`src/rtl/mem_arb_pkg.sv`:
```
// Purpose: shared size codes, FSM state encoding and grant encoding for the memory port arbiter.
// Latency: n/a (types and a pure function only).
// Backpressure: n/a.
package mem_arb_pkg;

  localparam logic [1:0] SZ_BYTE = 2'b00;
  localparam logic [1:0] SZ_HALF = 2'b01;
  localparam logic [1:0] SZ_WORD = 2'b10;

  typedef enum logic [1:0] {
    IDLE = 2'd0,
    XFER = 2'd1,
    DONE = 2'd2
  } state_t;

  typedef enum logic {
    GNT_DATA  = 1'b0,
    GNT_FETCH = 1'b1
  } gnt_t;

  // Beats per access; the reserved encoding 2'b11 behaves as a word, matching funct3[1:0].
  function automatic logic [2:0] size_to_beats(input logic [1:0] size);
    case (size)
      SZ_BYTE: size_to_beats = 3'd1;
      SZ_HALF: size_to_beats = 3'd2;
      SZ_WORD: size_to_beats = 3'd4;
      default: size_to_beats = 3'd4;
    endcase
  endfunction

endpackage

```
`src/rtl/mem_port_arbiter_if.sv`:
```
// Purpose: bundles the fetch, load/store and byte-memory signals of the arbiter.
// Latency: n/a (wiring only).
// Backpressure: requesters hold req and their request fields until the matching valid pulse.
interface mem_port_arbiter_if #(
  parameter int ADDR_W = 8
);
  logic              if_req;
  logic [ADDR_W-1:0] if_addr;
  logic              if_valid;
  logic [31:0]       if_rdata;

  logic              d_req;
  logic              d_we;
  logic [1:0]        d_size;
  logic [ADDR_W-1:0] d_addr;
  logic [31:0]       d_wdata;
  logic              d_valid;
  logic [31:0]       d_rdata;

  logic [ADDR_W-1:0] m_addr;
  logic              m_we;
  logic [7:0]        m_wdata;
  logic [7:0]        m_rdata;

  logic              busy;

  // Arbiter side: serves both requesters and drives the memory.
  modport slave (
    input  if_req, if_addr, d_req, d_we, d_size, d_addr, d_wdata, m_rdata,
    output if_valid, if_rdata, d_valid, d_rdata, m_addr, m_we, m_wdata, busy
  );

  // Environment side: requesters plus the memory array.
  modport master (
    output if_req, if_addr, d_req, d_we, d_size, d_addr, d_wdata, m_rdata,
    input  if_valid, if_rdata, d_valid, d_rdata, m_addr, m_we, m_wdata, busy
  );
endinterface

```
`src/rtl/mem_arb_beat_gen.sv`:
```
// Purpose: beat counter and byte-address generator for one serialized transfer.
// Latency: m_addr/last are combinational from the registered beat index.
// Backpressure: none; advances whenever step is high, restarts on start.
module mem_arb_beat_gen #(
  parameter int ADDR_W = 8
) (
  input  logic              clk,
  input  logic              rst,
  input  logic              start,
  input  logic              step,
  input  logic [ADDR_W-1:0] base,
  input  logic [2:0]        count,
  output logic [ADDR_W-1:0] m_addr,
  output logic              last,
  output logic [1:0]        beat
);

  assign last   = ({1'b0, beat} == (count - 3'd1));
  // Address arithmetic wraps naturally at the top of the byte space.
  assign m_addr = base + ADDR_W'(beat);

  // Beat index: cleared on a new grant, advanced once per transfer cycle, back to 0 after the last beat.
  always_ff @(posedge clk) begin
    if (!rst) begin
      beat <= 2'd0;
    end else if (start) begin
      beat <= 2'd0;
    end else if (step) begin
      beat <= last ? 2'd0 : beat + 2'd1;
    end
  end

endmodule

```
`src/rtl/mem_port_arbiter.sv`:
```
// Purpose: shares one byte-wide memory between fetch and load/store, serializing 1/2/4 beats MSB-first (big-endian).
// Latency: request seen in IDLE at cycle 0, beats at cycles 1..N, valid pulse at N+1, next request sampled at N+2.
// Backpressure: requesters hold req until their valid; define MEM_ARB_RR_EN for round-robin instead of data-first priority.
module mem_port_arbiter
  import mem_arb_pkg::*;
#(
  parameter int ADDR_W = 8
) (
  input logic               clk,
  input logic               rst,
  mem_port_arbiter_if.slave bus
);

  state_t            state, state_nxt;
  gnt_t              gnt_q;
  logic [ADDR_W-1:0] base_q;
  logic              we_q;
  logic [2:0]        count_q;
  logic [31:0]       wdata_q;
  logic [31:0]       asm_q;
  logic [31:0]       asm_nxt;
  logic [31:0]       if_rdata_q;
  logic [31:0]       d_rdata_q;
  logic              any_req;
  logic              pick_data;
  logic              start;
  logic              step;
  logic              last;
  logic [1:0]        beat;
  logic [1:0]        lane;
  logic [ADDR_W-1:0] beat_addr;

  assign any_req = bus.d_req | bus.if_req;
  assign start   = (state == IDLE) && any_req;
  assign step    = (state == XFER);
  assign asm_nxt = {asm_q[23:0], bus.m_rdata};
  // First beat carries the most significant used byte of the store data.
  assign lane    = 2'(count_q - 3'd1 - {1'b0, beat});

`ifdef MEM_ARB_RR_EN
  gnt_t prio_q;

  assign pick_data = bus.d_req && (!bus.if_req || (prio_q == GNT_DATA));

  // Priority flips to the other requester after every grant.
  always_ff @(posedge clk) begin
    if (!rst) begin
      prio_q <= GNT_DATA;
    end else if (start) begin
      prio_q <= pick_data ? GNT_FETCH : GNT_DATA;
    end
  end
`else
  assign pick_data = bus.d_req;
`endif

  mem_arb_beat_gen #(.ADDR_W(ADDR_W)) u_beat_gen (
    .clk    (clk),
    .rst    (rst),
    .start  (start),
    .step   (step),
    .base   (base_q),
    .count  (count_q),
    .m_addr (beat_addr),
    .last   (last),
    .beat   (beat)
  );

  // State register.
  always_ff @(posedge clk) begin
    if (!rst) begin
      state <= IDLE;
    end else begin
      state <= state_nxt;
    end
  end

  // Next state plus memory strobes, busy and the one-cycle valid pulses.
  always_comb begin
    state_nxt    = state;
    bus.m_addr   = '0;
    bus.m_we     = 1'b0;
    bus.m_wdata  = 8'h00;
    bus.busy     = 1'b0;
    bus.if_valid = 1'b0;
    bus.d_valid  = 1'b0;
    case (state)
      IDLE: begin
        if (any_req) state_nxt = XFER;
      end
      XFER: begin
        bus.busy   = 1'b1;
        bus.m_addr = beat_addr;
        if (we_q) begin
          bus.m_we    = 1'b1;
          bus.m_wdata = wdata_q[{lane, 3'b000} +: 8];
        end
        if (last) state_nxt = DONE;
      end
      DONE: begin
        bus.busy     = 1'b1;
        bus.if_valid = (gnt_q == GNT_FETCH);
        bus.d_valid  = (gnt_q == GNT_DATA);
        state_nxt    = IDLE;
      end
      default: state_nxt = IDLE;
    endcase
  end

  // Capture the winning request so the transfer no longer depends on the live inputs.
  always_ff @(posedge clk) begin
    if (!rst) begin
      gnt_q   <= GNT_DATA;
      base_q  <= '0;
      we_q    <= 1'b0;
      count_q <= 3'd0;
      wdata_q <= '0;
    end else if (start) begin
      if (pick_data) begin
        gnt_q   <= GNT_DATA;
        base_q  <= bus.d_addr;
        we_q    <= bus.d_we;
        count_q <= size_to_beats(bus.d_size);
        wdata_q <= bus.d_wdata;
      end else begin
        gnt_q   <= GNT_FETCH;
        base_q  <= bus.if_addr;
        we_q    <= 1'b0;
        count_q <= 3'd4;
        wdata_q <= '0;
      end
    end
  end

  // Shift read bytes in MSB-first; on the last beat publish the word to the granted requester.
  always_ff @(posedge clk) begin
    if (!rst) begin
      asm_q      <= '0;
      if_rdata_q <= '0;
      d_rdata_q  <= '0;
    end else if (start) begin
      asm_q <= '0;
    end else if ((state == XFER) && !we_q) begin
      asm_q <= asm_nxt;
      if (last) begin
        if (gnt_q == GNT_FETCH) if_rdata_q <= asm_nxt;
        else                    d_rdata_q  <= asm_nxt;
      end
    end
  end

  assign bus.if_rdata = if_rdata_q;
  assign bus.d_rdata  = d_rdata_q;

endmodule

```
`src/flat_wrapper.sv`:
```
// flat-port wrapper written by rule: the top's interface ports become plain ports
module mem_port_arbiter_flat import mem_arb_pkg::*;
#(
  parameter int ADDR_W = 8
)
  (clk, rst, bus_if_req, bus_if_addr, bus_d_req, bus_d_we, bus_d_size, bus_d_addr, bus_d_wdata, bus_m_rdata, bus_if_valid, bus_if_rdata, bus_d_valid, bus_d_rdata, bus_m_addr, bus_m_we, bus_m_wdata, bus_busy);
  mem_port_arbiter_if #(.ADDR_W(ADDR_W)) bus_i ();
  input logic clk;
  input logic rst;
  input wire logic [$bits(bus_i.if_req)-1:0] bus_if_req;
  input wire logic [$bits(bus_i.if_addr)-1:0] bus_if_addr;
  input wire logic [$bits(bus_i.d_req)-1:0] bus_d_req;
  input wire logic [$bits(bus_i.d_we)-1:0] bus_d_we;
  input wire logic [$bits(bus_i.d_size)-1:0] bus_d_size;
  input wire logic [$bits(bus_i.d_addr)-1:0] bus_d_addr;
  input wire logic [$bits(bus_i.d_wdata)-1:0] bus_d_wdata;
  input wire logic [$bits(bus_i.m_rdata)-1:0] bus_m_rdata;
  output wire logic [$bits(bus_i.if_valid)-1:0] bus_if_valid;
  output wire logic [$bits(bus_i.if_rdata)-1:0] bus_if_rdata;
  output wire logic [$bits(bus_i.d_valid)-1:0] bus_d_valid;
  output wire logic [$bits(bus_i.d_rdata)-1:0] bus_d_rdata;
  output wire logic [$bits(bus_i.m_addr)-1:0] bus_m_addr;
  output wire logic [$bits(bus_i.m_we)-1:0] bus_m_we;
  output wire logic [$bits(bus_i.m_wdata)-1:0] bus_m_wdata;
  output wire logic [$bits(bus_i.busy)-1:0] bus_busy;
  assign bus_i.if_req = bus_if_req;
  assign bus_i.if_addr = bus_if_addr;
  assign bus_i.d_req = bus_d_req;
  assign bus_i.d_we = bus_d_we;
  assign bus_i.d_size = bus_d_size;
  assign bus_i.d_addr = bus_d_addr;
  assign bus_i.d_wdata = bus_d_wdata;
  assign bus_i.m_rdata = bus_m_rdata;
  assign bus_if_valid = bus_i.if_valid;
  assign bus_if_rdata = bus_i.if_rdata;
  assign bus_d_valid = bus_i.d_valid;
  assign bus_d_rdata = bus_i.d_rdata;
  assign bus_m_addr = bus_i.m_addr;
  assign bus_m_we = bus_i.m_we;
  assign bus_m_wdata = bus_i.m_wdata;
  assign bus_busy = bus_i.busy;
  mem_port_arbiter #(.ADDR_W(ADDR_W)) u_core (.clk(clk), .rst(rst), .bus(bus_i));
endmodule
```
`config.mk`:
```
export PLATFORM = sky130hd
export DESIGN_NAME = mem_port_arbiter_flat
export DESIGN_NICKNAME = d
export VERILOG_FILES = /design/src/rtl/mem_arb_pkg.sv /design/src/rtl/mem_port_arbiter_if.sv /design/src/rtl/mem_arb_beat_gen.sv /design/src/rtl/mem_port_arbiter.sv /design/src/flat_wrapper.sv
export SDC_FILE = /design/constraint.sdc
export NUM_CORES = 1
export LEC_CHECK = 0
export CAP_MARGIN = 25
export CORE_UTILIZATION = 40
export DETAILED_ROUTE_END_ITERATION = 12
export HOLD_SLACK_MARGIN = 0.03
export PLACE_DENSITY = 0.71
export RECOVER_POWER = 50
export SKIP_LAST_GASP = 1
export SLEW_MARGIN = 20
export SYNTH_ARGS = -nofsm -noshare
export SYNTH_HDL_FRONTEND = slang
export SYNTH_SLANG_ARGS = --single-unit
```
`constraint.sdc`:
```
create_clock -name clk -period 6.1 [get_ports clk]
set_input_delay 1.22 -clock clk [delete_from_list [all_inputs] [get_ports clk]]
set_output_delay 1.22 -clock clk [all_outputs]
set_load 0.005 [all_outputs]
```
## Word-level counts from Yosys, hierarchy flattened

Cells that the tools add are included.

- $add $sub $neg: 4
- Equal/unequal tests: 6
- Shifts and indexed selects: 1
- Muxes and demuxes: 18
- Bitwise logic cells: 4
- Reductions and logical operators: 10

Operators with widths:

| cell | count |
|---|---|
| $mux W32 | 1 |
| $mux W8 | 4 |
| $shiftx A32 B6 Y8 | 1 |
| $add A8 B2 Y8 | 1 |
| $reduce_and A4 Y1 | 2 |
| $mux W1 | 7 |
| $mux W2 | 3 |
| $pmux W3 S2 | 1 |
| $eq A2 B1 Y1 const B | 2 |
| $logic_not A2 Y1 | 2 |
| $pmux W2 S2 | 1 |
| $reduce_or A2 Y1 | 2 |
| $eq A2 B3 Y1 | 1 |
| $mux W3 | 1 |
| $not A1 Y1 | 3 |
| $sub A3 B1 Y3 const B | 1 |
| $add A2 B1 Y2 const B | 1 |
| $eq A2 B2 Y1 const B | 1 |
| $logic_and A1 B1 Y1 | 2 |
| $ne A2 B1 Y1 const B | 1 |
| $ne A2 B2 Y1 const B | 1 |
| $reduce_and A2 Y1 | 1 |
| $sub A2 B2 Y2 | 1 |
| $logic_not A1 Y1 | 1 |
| $or A1 B1 Y1 | 1 |

- Register bits: 137
- Bits of input ports: 63
- Output and inout port bits: 84
- Word-level logic and storage cells: 53

## Logic depth before layout (Yosys ltp)

Gate-level depths: netlist of the first run.

- Word-level depth: 5
- Gate-level depth with buffers: 9
- Mapped depth without buffers: 6

## By module

From an unflattened synthesis of the first run, not the netlist that was laid out.

- Cells, all modules: 568
- Area, all modules: 5529.1 µm²

Modules (own cells, without submodules):

| module | instances | cells an instance | area each (µm²) | seq. area each (µm²) |
|---|---|---|---|---|
| mem_port_arbiter | 1 | 526 | 5213.8 | 2702.6 |
| mem_arb_beat_gen | 1 | 42 | 315.3 | 40.0 |

## Worst setup path after synthesis of the first run

OpenSTA, ideal clock, no wires.

- Kind: register -> output
- From: register u_core.count_q[0]
- To: output port bus_m_wdata[0]
- Data arrival time: 1.714 ns
- Data required time: 4.880 ns
- Setup slack: 3.166 ns
- Cell stages (with the launch flop): 8
- Path buffers: 1
- Cell sequence: dfxtp_1 -> inv_1 -> ha_1 -> xor2_2 -> xnor2_4 -> buf_6 -> mux2i_1 -> o22ai_1

- Cells in the longest elaborated chain, start to end: 5

Ends and longest elaborated chain:

| what | line | text |
|---|---|---|
| start, declared | mem_port_arbiter.sv:18 | `logic [2:0] count_q;` |
| start signal, assigned | mem_port_arbiter.sv:123 | `count_q <= size_to_beats(bus.d_size);` |
| $sub A3 B1 Y3 | mem_port_arbiter.sv:38 | `assign lane = 2'(count_q - 3'd1 - {1'b0, beat});` |
| $sub A2 B2 Y2 | mem_port_arbiter.sv:38 |  |
| $shiftx A32 B6 Y8 | mem_port_arbiter.sv:96 | `bus.m_wdata = wdata_q[{lane, 3'b000} +: 8];` |
| $mux W8 | mem_port_arbiter.sv:94 | `if (we_q) begin` |
| $mux W8 | mem_port_arbiter.sv:87 | `case (state)` |
| end, declared | flat_wrapper.sv:24 | `output wire logic [$bits(bus_i.m_wdata)-1:0] bus_m_wdata;` |

No other way between the ends.

## Worst setup path in the final report of the first run

- From: input port bus_d_req
- To: register u_core.d_rdata_q[20], in the netlist u_core.bus.d_rdata[20]

- Cells in the longest elaborated chain, start to end: 4

Ends and longest elaborated chain:

| what | line | text |
|---|---|---|
| start, declared | flat_wrapper.sv:12 | `input wire logic [$bits(bus_i.d_req)-1:0] bus_d_req;` |
| $or A1 B1 Y1 | mem_port_arbiter.sv:33 | `assign any_req = bus.d_req \| bus.if_req;` |
| $logic_and A1 B1 Y1 | mem_port_arbiter.sv:34 | `assign start = (state == IDLE) && any_req;` |
| $not A1 Y1 (no source line) | n/a |  |
| $reduce_and A4 Y1 (no source line) | n/a |  |
| end signal, assigned | mem_port_arbiter.sv:147 | `else d_rdata_q <= asm_nxt;` |
| end, declared | mem_port_arbiter.sv:23 | `logic [31:0] d_rdata_q;` |

No other way between the ends.
A chain may end at the register's enable or synchronous reset.

==> summary.txt, run 1 <==
Final layout
  – Seq. cell area: 0.00274 mm2
  – Area Growth Syn to Fin: 38.4%
  – Filler cells: 1219
  – Final net count: 815
  – N_diodes: 0
  – Layout cells sized above 1: 0.0622
  – Multi-input gate area: 0.00269 mm2

Worst setup path
  – Crit Path Class: input pin to register
  – Critical path peak fanout: 64
  – Crit path required time: ~6.5 ns
  – Startpoint Class: input pin
  – Crit path DAT: slightly below 5 ns
  – CP endpoint kind: register

Synthesis
  – YS warnings: 0
  – Post-synth top flop: dfxtp_1
  – Post-synth top cells: dfxtp_1 (137), nand3_1 (68), nand2_1 (67)
  – Yosys top cell by area: dfxtp_1
  – Yosys cell types: 35
  – Synthesized area per cell: 9.13 um2
  – Mapped Cells: 626
  – Share of Yosys cell area claimed by the top area cell type: 0.480
  – Most common cell in the netlist: dfxtp_1
  – Post-synth ARST share: 0
  – Largest cells by area after synthesis: dfxtp_1 (48%), nand3_1 (6.0%), o21ai_0 (5.8%), a21boi_1 (5.1%), a22o_1 (5.1%)
  – Synth Register Bits: 137
  – Mapped cell area: 0.00571 mm2
  – Synth Net Count: between 600 and 700
  – Post-synthesis sequential area ratio: 0.480
  – Number of flops mapped to enable cells by yosys: 0

Floorplan
  – Core area: 0.0139 mm2
  – Die Y: between 100 and 150 um
  – Starting Density: 0.410
  – Die W: 122 um
  – Die Footprint: 0.0148 mm2
  – Std cell rows: 43
  – I/O pins: 147

CTS
  – CTS max path bufs: 2
  – CTS Sinks: roughly 140
  – Post_cts resized: 0
  – CTS Buf Count: 17
  – Clk_lat worst skew: 0.43 ns
  – Root buf cell: clkbuf_16
  – CTS tree: yes
  – Clock-pin transition on the worst setup and hold timing paths: 0.06 ns
  – H-Tree Level Count: 4
  – Post-CTS setup repair buffer count: 0
  – CTS Hold Bufs: 0

Placed design
  – PortBufs: 146
  – Routability congestion estimate: around 0.77
  – HPWL Detailed: approximately 11 mm
  – Pre-CTS setup slack: 2.07 ns

Detailed routing
  – Drt initial violations: approximately 340
  – Routed wire per std cell: 16.5 um
  – DRC viols: 0
  – ANT nets after route: 0
  – Via count: 5104
  – Pre-antenna DRT Iters: 4
  – Via density: between 5 and 6
  – Final wirelength: 15.5 mm

STA
  – # setup viols final: 0
  – RSZ-0062 raised after global routing: false
  – Tmin final: 4.46 ns
  – Fin. Hold Viols: 0
  – Period Utilization, post-route: 0.731
  – Skew final: 0.00660 ns
  – Relative slew slack: -0.453
  – Post-route setup slack: 1.64 ns
  – Least-Margin Pin Slew: roughly 2.2 ns
  – Setup TNS Final: 0 ns
  – Max frequency: between 200 and 250 MHz
  – Final Max Slew Viols: 65

Pwr
  – Worst VDD drop: 0.230 mV
  – Static Leakage: 3.12 nW
  – Pwr Density: approximately 330 mW/mm2

Global routing
  – Overflow left after global routing: 0
  – Antenna violations before repair: 0
  – Largest net degree at the start of global routing: 65
  – GR Util All Layers: 0.213
  – First-pass GRT wire length: about 24 mm
  – Number of global-route vias before repair: 4952

Run status
  – Run status: finished, violations left
  – Failing checks: max-capacitance violations, max-slew violations

Min path
  – Hold Crit Class: register to register

Flow run
  – # Max-Cap Violations: 1
## metal layers
metal,wire (um),vias to the layer above,GRT usage,part of all wire
met4,289,0,0.0741,0.019
met2,7400,176,0.356,0.48
li1,-,2453,-,-
met3,1050,24,0.0653,0.068
met5,0,-,0,0
met1,6730,2451,0.259,0.43
## cell type report
type                    count  area share
multi-input cells         425       0.341
well taps                 180      0.0285
flip-flops and latches    137       0.347
clock buffers              18      0.0555
repair buffers            155       0.203
clock inverters            14      0.0220
inverters                   7     0.00332
## registers in the layout, indices dropped and copies added (netlist names)
| register | flops |
|---|---|
| u_core.wdata_q | 32 |
| u_core.u_beat_gen.beat | 2 |
| u_core.asm_q | 24 |
| u_core.gnt_q | 1 |
| u_core.base_q | 8 |
| u_core.bus.if_rdata | 32 |
| u_core.bus.d_rdata | 32 |
| u_core.state | 2 |
| u_core.we_q | 1 |
| u_core.count_q | 3 |
## worst max-delay path: stages
cell and delay (ns):
dlygate4sd3_1 0.75, o21ai_0 0.54, and3_1 1.73, nand3_1 0.29, a21boi_0 0.25
## cells in the final DEF (no fill, tap or decap), types with 2 or more instances in the layout
| cell | synthesis | routed |
|---|---|---|
| o21ai_0 | 66 | 67 |
| bufinv_16 | 0 | 3 |
| xor2_1 | 4 | 4 |
| inv_1 | 6 | 6 |
| clkinv_2 | 0 | 2 |
| clkbuf_16 | 0 | 17 |
| buf_16 | 0 | 2 |
| nand2_1 | 67 | 67 |
| xnor2_1 | 4 | 4 |
| mux2i_1 | 25 | 25 |
| nor2b_1 | 4 | 3 |
| and3_1 | 4 | 4 |
| a31oi_1 | 2 | 2 |
| clkinvlp_4 | 0 | 4 |
| a21oi_1 | 28 | 28 |
| nand4b_1 | 2 | 2 |
| dfxtp_1 | 137 | 137 |
| o22ai_1 | 11 | 11 |
| nand3_1 | 68 | 67 |
| clkinv_4 | 0 | 4 |
| a21boi_1 | 39 | 38 |
| clkdlybuf4s50_1 | 0 | 77 |
| nor2_1 | 10 | 10 |
| nand2b_1 | 4 | 4 |
| a22o_1 | 33 | 33 |
| ha_1 | 8 | 8 |
| and2_1 | 5 | 4 |
| o211a_1 | 8 | 8 |
| buf_8 | 0 | 4 |
| a21boi_0 | 25 | 26 |
| dlygate4sd3_1 | 0 | 68 |
## power by group
group | switching, mW | internal [mW] | total (mW)
Clock | 0.403 | 0.654 | 1.06
Combinational | 0.311 | 0.228 | 0.539
Sequential | 0.0691 | 0.977 | 1.05
Total | 0.783 | 1.86 | 2.64
## metrics by stage
| step | power, mW | instance area [um2] | std cells | utilization | hold slack (ns) |
|---|---|---|---|---|---|
| floorplan | 1.40 | 5710 | 626 | - | 0.449 |
| global placement | 1.55 | 7150 | 895 | 0.513 | 0.461 |
| detailed placement | 1.58 | 7230 | 900 | 0.519 | 0.464 |
| CTS | 2.63 | 7850 | 932 | 0.563 | 0.475 |
| global route | 2.75 | 7910 | 936 | 0.567 | 0.495 |
| finish | 2.64 | 7910 | 936 | 0.567 | 0.468 |
## logic make-up after synthesis
logic type      share of synthesized area
compound gates                      0.250
xor+xnor                           0.0199
fa+ha+maj                          0.0210
buf+inv                            0.0510
flops                               0.480
mux                                0.0438
simple gates                        0.135
## worst paths after layout
path                                          to  depth (start not counted)  slack, ns                               start
min           u_core.bus.d_rdata[0]$_SDFFE_PN0P_                          2       0.47  u_core.bus.d_rdata[0]$_SDFFE_PN0P_
max          u_core.bus.d_rdata[20]$_SDFFE_PN0P_                          5       1.64                           bus_d_req
max reg2reg  u_core.bus.d_rdata[20]$_SDFFE_PN0P_                          6       2.75        u_core.state[0]$_SDFFE_PN0P_
min reg2reg   u_core.bus.d_rdata[0]$_SDFFE_PN0P_                          2       0.47  u_core.bus.d_rdata[0]$_SDFFE_PN0P_
(Power assumes the default switching activity.)
==> run 2: changes to the inputs <==
--- a/config.mk
+++ b/config.mk
@@ -9,7 +9,7 @@
 export CORE_UTILIZATION = 40
 export DETAILED_ROUTE_END_ITERATION = 12
 export HOLD_SLACK_MARGIN = 0.03
-export PLACE_DENSITY = 0.71
+export PLACE_DENSITY = 0.73
 export RECOVER_POWER = 50
 export SKIP_LAST_GASP = 1
 export SLEW_MARGIN = 20
==> constraint.sdc (replaced) <==
create_clock -name clk -period 3.9 [get_ports clk]
set_input_delay 0.78 -clock clk [delete_from_list [all_inputs] [get_ports clk]]
set_output_delay 0.78 -clock clk [all_outputs]
set_load 0.005 [all_outputs]
==> summary.txt, run 2 (synthesis gave the netlist of run 1 again) <==
Floorplan
  – I/O pins: 147 (unchanged)
  – Die Footprint: 0.0148 mm2 (unchanged)
  – Starting Density: 0.410 (unchanged)
  – Core area: 0.0139 mm2 (unchanged)
  – Std cell rows: 43 (unchanged)
  – Die Y: 122 um (unchanged)
  – Die W: 122 um (unchanged)

Detailed routing
  – DRC viols: 0 (unchanged)
  – Final wirelength: 14.9 mm (-3.8%)
  – ANT nets after route: 0 (unchanged)
  – Met1 wire length: 6.76 mm (+0.54%)
  – Drt initial violations: 236 (-31%)
  – Routed wl met3: 828 um (-21%)
  – Via count: 4958 (-2.9%)
  – Max Used Layer: met4
  – Routed wire per std cell: 15.8 um (-4.2%)
  – Via density: 5.27 (-3.3%)
  – WL met2: 7.18 mm (-3.0%)
  – Pre-antenna DRT Iters: 4 (unchanged)

Pwr
  – Cell Int Power: 2.91 mW (+57%)
  – Sw frac: 0.288 (-0.00839)
  – Static Leakage: 3.12 nW (+0.11%)
  – Pwr Density: 519 mW/mm2 (+55%)
  – Net Switching: 1.18 mW (+50%)
  – Pwr Total: 4.09 mW (+55%)
  – Worst VDD drop: 0.306 mV (+33%)
  – Register share of total power: 0.402 (+0.006)
  – Comb power frac: 0.201 (-0.003)
  – Clock power share: 0.397 (-0.003)

Run status
  – Run status: finished, violations left
  – Failing checks: max-capacitance violations, max-slew violations

CTS
  – H-Tree Level Count: 4 (unchanged)
  – CTS Sinks: 137 (unchanged)
  – CTS Hold Bufs: 0 (unchanged)
  – Clk_lat worst skew: 0.42 ns (about the same)
  – Post_cts resized: 0 (unchanged)
  – Clock-pin transition on the worst setup and hold timing paths: 0.06 ns (about the same)
  – Post-CTS setup repair buffer count: 0 (unchanged)
  – Root buf cell: clkbuf_16
  – CTS max path bufs: 2 (unchanged)
  – CTS tree: yes
  – CTS Buf Count: 17 (unchanged)

Global routing
  – GR Util All Layers: 0.207 (-0.00680)
  – First-pass GRT wire length: 23.8 mm (-2.1%)
  – Overflow left after global routing: 0 (unchanged)
  – Antenna violations before repair: 0 (unchanged)
  – Number of global-route vias before repair: 4865 (-1.8%)
  – Largest net degree at the start of global routing: 65 (unchanged)

STA
  – Tmin final: 3.54 ns
  – # setup viols final: 0 (unchanged)
  – Period Utilization, post-route: 0.907
  – Setup TNS Final: 0 ns (unchanged)
  – Hold slack: 0.471 ns (+0.00299 ns)
  – Max frequency: 283 MHz
  – Final Max Slew Viols: 34 (-48%)
  – Least-Margin Pin Slew: 1.67 ns (-0.510 ns)
  – Post-route setup slack: 0.362 ns (-1.28 ns)
  – Fin. Hold Viols: 0 (unchanged)
  – Skew final: 0.0126 ns (+0.00595 ns)
  – Relative slew slack: -0.114 (+0.339)
  – RSZ-0062 raised after global routing: false

Min path
  – Hold Crit Class: register to register

Worst setup path
  – Crit Path Class: register to output port
  – Crit path DAT: 2.76 ns (-2.05 ns)
  – CP endpoint kind: output port
  – Crit path required time: 3.12 ns (-3.33 ns)
  – Critical path peak fanout: 16 (-75%)
  – Startpoint Class: register
  – R2r setup slk: 1.21 ns (-1.54 ns)

Final layout
  – Filler cells: 1210 (-0.74%)
  – Layout cells sized above 1: 0.0658 (+0.00362)
  – Commonest non-fill, non-tap cell in the layout: dfxtp_1
  – N_diodes: 0 (unchanged)
  – Seq. cell area: 0.00274 mm2 (unchanged)
  – Area Growth Syn to Fin: 37.9%
  – Final net count: 819 (+0.49%)
  – Most frequent cells in the layout: dfxtp_1 (137), clkdlybuf4s50_1 (80), nand2_1 (67), nand3_1 (67), o21ai_0 (67)
  – Final Core Density: 0.566 (-0.00189)
  – Multi-input gate area: 0.00270 mm2 (about the same)

Placed design
  – Routability congestion estimate: 0.814 (+6.1%)
  – HPWL Detailed: 10.1 mm (-3.5%)
  – PortBufs: 146 (unchanged)
  – Pre-CTS setup slack: 0.583 ns (-1.49 ns)

Flow run
  – # Max-Cap Violations: 1 (unchanged)
run 2: cell count changes in the layout (fill, tap and decap cells not counted), moves of 2 or more:
cell / previous run / this run
buf_4: 0 / 6
clkbuf_8: 1 / 5
clkinvlp_4: 4 / 0
clkdlybuf4s50_1: 77 / 80
dlygate4sd3_1: 68 / 65
buf_16: 2 / 0
buf_8: 4 / 2
clkbuf_1: 1 / 3
clkinv_2: 2 / 4
run 2: layout make-up:
class / instances / area share
clock buffer: 22 / 0.0627
clock inverter: 10 / 0.0146
inverter: 7 / 0.00333
multi-input combinational: 425 / 0.342
sequential: 137 / 0.348
tap: 180 / 0.0286
timing repair buffer: 159 / 0.201
run 2: worst paths after layout:
kind                                        start                                    to  depth (start not counted)
max                u_core.count_q[0]$_SDFFE_PN0P_                        bus_m_wdata[2]                          8
min reg2reg  u_core.bus.if_rdata[10]$_SDFFE_PN0P_  u_core.bus.if_rdata[10]$_SDFFE_PN0P_                          2
max reg2reg          u_core.state[0]$_SDFFE_PN0P_       u_core.wdata_q[21]$_SDFFE_PN0P_                          5
min          u_core.bus.if_rdata[10]$_SDFFE_PN0P_  u_core.bus.if_rdata[10]$_SDFFE_PN0P_                          2
run 2: metrics by stage:
stage,cell area (um2),std cells
after floorplan,5710,626
after global placement,7230,905
after detailed placement,7260,907
after CTS,7870,939
after global routing,7880,940
final,7880,940
run 2: metal layers:
metal / vias to the layer above / track usage
met4: 0 / 0.0772
met5: - / 0
met1: 2330 / 0.257
met2: 148 / 0.337
li1: 2470 / -
met3: 10 / 0.0597
run 2: critical path, stage by stage, from the launching register on:
cell	delay (ns)
dfxtp_1	0.34
inv_1	0.07
ha_1	0.37
xor2_2	0.37
xnor2_4	0.18
buf_12	0.19
mux2i_1	0.25
o22ai_1	0.11
clkdlybuf4s50_1	0.47
run 2: power by group through the flow:
stage	clock network (mW)	registers [mW]	logic [mW]
detailed placement	0	1.67	0.815
floorplan	0	1.62	0.563
global route	1.72	1.66	0.902
global placement	0	1.67	0.790
finish	1.62	1.64	0.821
CTS	1.65	1.64	0.819
==> run 3: changes to the inputs <==
--- a/config.mk
+++ b/config.mk
@@ -8,11 +8,10 @@
 export CAP_MARGIN = 25
 export CORE_UTILIZATION = 40
 export DETAILED_ROUTE_END_ITERATION = 12
-export HOLD_SLACK_MARGIN = 0.03
+export HOLD_SLACK_MARGIN = 0.02
 export PLACE_DENSITY = 0.73
 export RECOVER_POWER = 50
 export SKIP_LAST_GASP = 1
-export SLEW_MARGIN = 20
 export SYNTH_ARGS = -nofsm -noshare
 export SYNTH_HDL_FRONTEND = slang
 export SYNTH_SLANG_ARGS = --single-unit
==> summary.txt, run 3 (synthesis gave the netlist of run 1 again) <==
CTS
  – CTS tree: yes
  – CTS Buf Count: 17 (unchanged)
  – Clk_lat worst skew: 0.41 ns (about the same)
  – CTS Sinks: 137 (unchanged)
  – H-Tree Level Count: 4 (unchanged)
  – Clock-pin transition on the worst setup and hold timing paths: 0.06 ns (about the same)
  – Post_cts resized: 0 (unchanged)
  – Root buf cell: clkbuf_16
  – Post-CTS setup repair buffer count: 0 (unchanged)
  – CTS max path bufs: 2 (unchanged)
  – CTS Hold Bufs: 0 (unchanged)

Min path
  – Hold Crit Class: register to register
  – Worst Hold Launch: u_core.asm_q[22]$_SDFFE_PP0P_
  – Hold endpoint: u_core.asm_q[22]$_SDFFE_PP0P_
  – Hold-critical path depth: 2 (unchanged)

STA
  – Setup TNS Final: 0 ns (unchanged)
  – Period Utilization, post-route: 0.901 (-0.00640)
  – Final Max Slew Viols: 0 (-100%)
  – Tmin final: 3.51 ns (-0.0250 ns)
  – RSZ-0062 raised after global routing: false
  – Max frequency: 285 MHz (+0.71%)
  – Post-route setup slack: 0.387 ns (+0.0250 ns)
  – # setup viols final: 0 (unchanged)
  – Least-Margin Pin Slew: 1.23 ns (-0.443 ns)
  – Relative slew slack: 0.182 (+0.296)
  – Fin. Hold Viols: 0 (unchanged)
  – Skew final: 0.00569 ns (-0.00687 ns)
  – Hold slack: 0.474 ns (+0.00301 ns)

Final layout
  – Commonest non-fill, non-tap cell in the layout: dfxtp_1
  – Final net count: 820 (+0.12%)
  – Area Growth Syn to Fin: 38.0% (about the same)
  – Layout cells sized above 1: 0.0657 (-0.0000865)
  – Most frequent cells in the layout: dfxtp_1 (137), clkdlybuf4s50_1 (82), nand2_1 (67), nand3_1 (67), o21ai_0 (67)
  – Fin area: 0.00789 mm2 (about the same)
  – N_diodes: 0 (unchanged)

Floorplan
  – Std cell rows: 43 (unchanged)
  – Die Y: 122 um (unchanged)
  – Core area: 0.0139 mm2 (unchanged)
  – Die W: 122 um (unchanged)
  – Starting Density: 0.410 (unchanged)
  – I/O pins: 147 (unchanged)
  – Die Footprint: 0.0148 mm2 (unchanged)

Worst setup path
  – CP Buf/Inv Count: 3 (unchanged)
  – CP peak stage delay: 0.47 ns (about the same)
  – Startpoint Class: register
  – CP endpoint kind: output port
  – Critical-path top delay cell: clkdlybuf4s50_1
  – Reg2reg end: u_core.wdata_q[21]$_SDFFE_PN0P_
  – Crit Path Class: register to output port
  – Critical path peak fanout: 16 (unchanged)
  – Crit path DAT: 2.73 ns (-0.03 ns)
  – Crit-path cells: inv_1, ha_1, xor2_2, xnor2_4, buf_12, mux2i_1, o22ai_1, clkdlybuf4s50_1
  – R2r setup slk: 1.25 ns (+0.04 ns)
  – Crit path required time: 3.12 ns (about the same)
  – R2r worst-path depth: 6 (+1)
  – CP delay by family, top: buffers and inverters
  – Critical R2R Launch: u_core.state[0]$_SDFFE_PN0P_

Pwr
  – Static Leakage: 3.12 nW (-0.19%)
  – Worst VDD drop: 0.306 mV (+0.28%)
  – Pwr Density: 518 mW/mm2 (about the same)

Global routing
  – GR Util All Layers: 0.207 (unchanged)
  – Largest net degree at the start of global routing: 65 (unchanged)
  – Antenna violations before repair: 0 (unchanged)
  – First-pass GRT wire length: 23.8 mm (unchanged)
  – Number of global-route vias before repair: 4865 (unchanged)
  – Overflow left after global routing: 0 (unchanged)

Detailed routing
  – Drt initial violations: 256 (+8.5%)
  – DRC viols: 0 (unchanged)
  – Via density: 5.33 (+1.0%)
  – Routed wire per std cell: 15.8 um (about the same)
  – ANT nets after route: 0 (unchanged)
  – Pre-antenna DRT Iters: 7 (+3)
  – Via count: 5014 (+1.1%)
  – Final wirelength: 14.9 mm (+0.12%)

Placed design
  – PortBufs: 146 (unchanged)
  – Pre-CTS setup slack: 0.583 ns (unchanged)
  – Routability congestion estimate: 0.814 (unchanged)
  – HPWL Detailed: 10.1 mm (unchanged)
  – DP Area: 0.00726 mm2 (unchanged)

Flow run
  – # Max-Cap Violations: 0 (-1)

Run status
  – Run status: finished, final reports clean
==> run 3: changes by cell type in the layout (fill, tap and decap cells not counted) <==
cell             delta
dlygate4sd3_1       -2
clkdlybuf4s50_1     +2
clkbuf_1            +1
==> run 3: how the worst max path moves through the flow <==
stage	startpoint	to	slack, ns	depth (start not counted)
floorplan	u_core.count_q[0]$_SDFFE_PN0P_	bus_m_wdata[0]	1.41	7
global placement	u_core.count_q[0]$_SDFFE_PN0P_	bus_m_wdata[6]	0.73	7
detailed placement	u_core.count_q[0]$_SDFFE_PN0P_	bus_m_wdata[4]	0.58	7
CTS	u_core.count_q[0]$_SDFFE_PN0P_	bus_m_wdata[4]	0.12	7
global route	u_core.count_q[0]$_SDFFE_PN0P_	bus_m_wdata[1]	0.24	8
finish	u_core.count_q[0]$_SDFFE_PN0P_	bus_m_wdata[2]	0.39	8
==> run 3: where the power goes <==
part / leakage (nW) / switching, mW / total (mW) / internal [mW]
combinational: 1.70 / 0.465 / 0.821 / 0.356
clock: 0.306 / 0.595 / 1.62 / 1.03
sequential: 1.11 / 0.115 / 1.64 / 1.53
total: 3.12 / 1.17 / 4.08 / 2.91
==> run 3: layout make-up <==
cell class              instances  area (um2)
flip-flops and latches        137        2740
clock buffers                  22         494
clock inverters                10         115
multi-input cells             425        2700
well taps                     180         225
fillers                      1205        6050
inverters                       7        26.3
repair buffers                160        1590
==> run 3: metal layers <==
layer  up-vias  part of all wire  GRT usage
met1      2367              0.44      0.257
met3        16             0.063     0.0597
met5         -                 0          0
met4         0             0.011     0.0772
li1       2473                 -          -
met2       158              0.48      0.337
==> run 3: worst register-to-register path: stages, from the launching register on <==
cell	delay (ns)
dfxtp_1	0.41
inv_1	0.09
ha_1	0.26
o21ai_0	0.22
and2_0	0.37
clkbuf_1	0.94
a22o_1	0.30
==> run 3: per-stage QoR <==
step	cells	utilization	total power, mW
3_5_place_dp	907	0.521	2.48
3_3_place_gp	905	0.519	2.46
2_1_floorplan	626	-	2.19
4_1_cts	939	0.565	4.11
6_report	941	0.566	4.08
5_1_grt	941	0.566	4.28
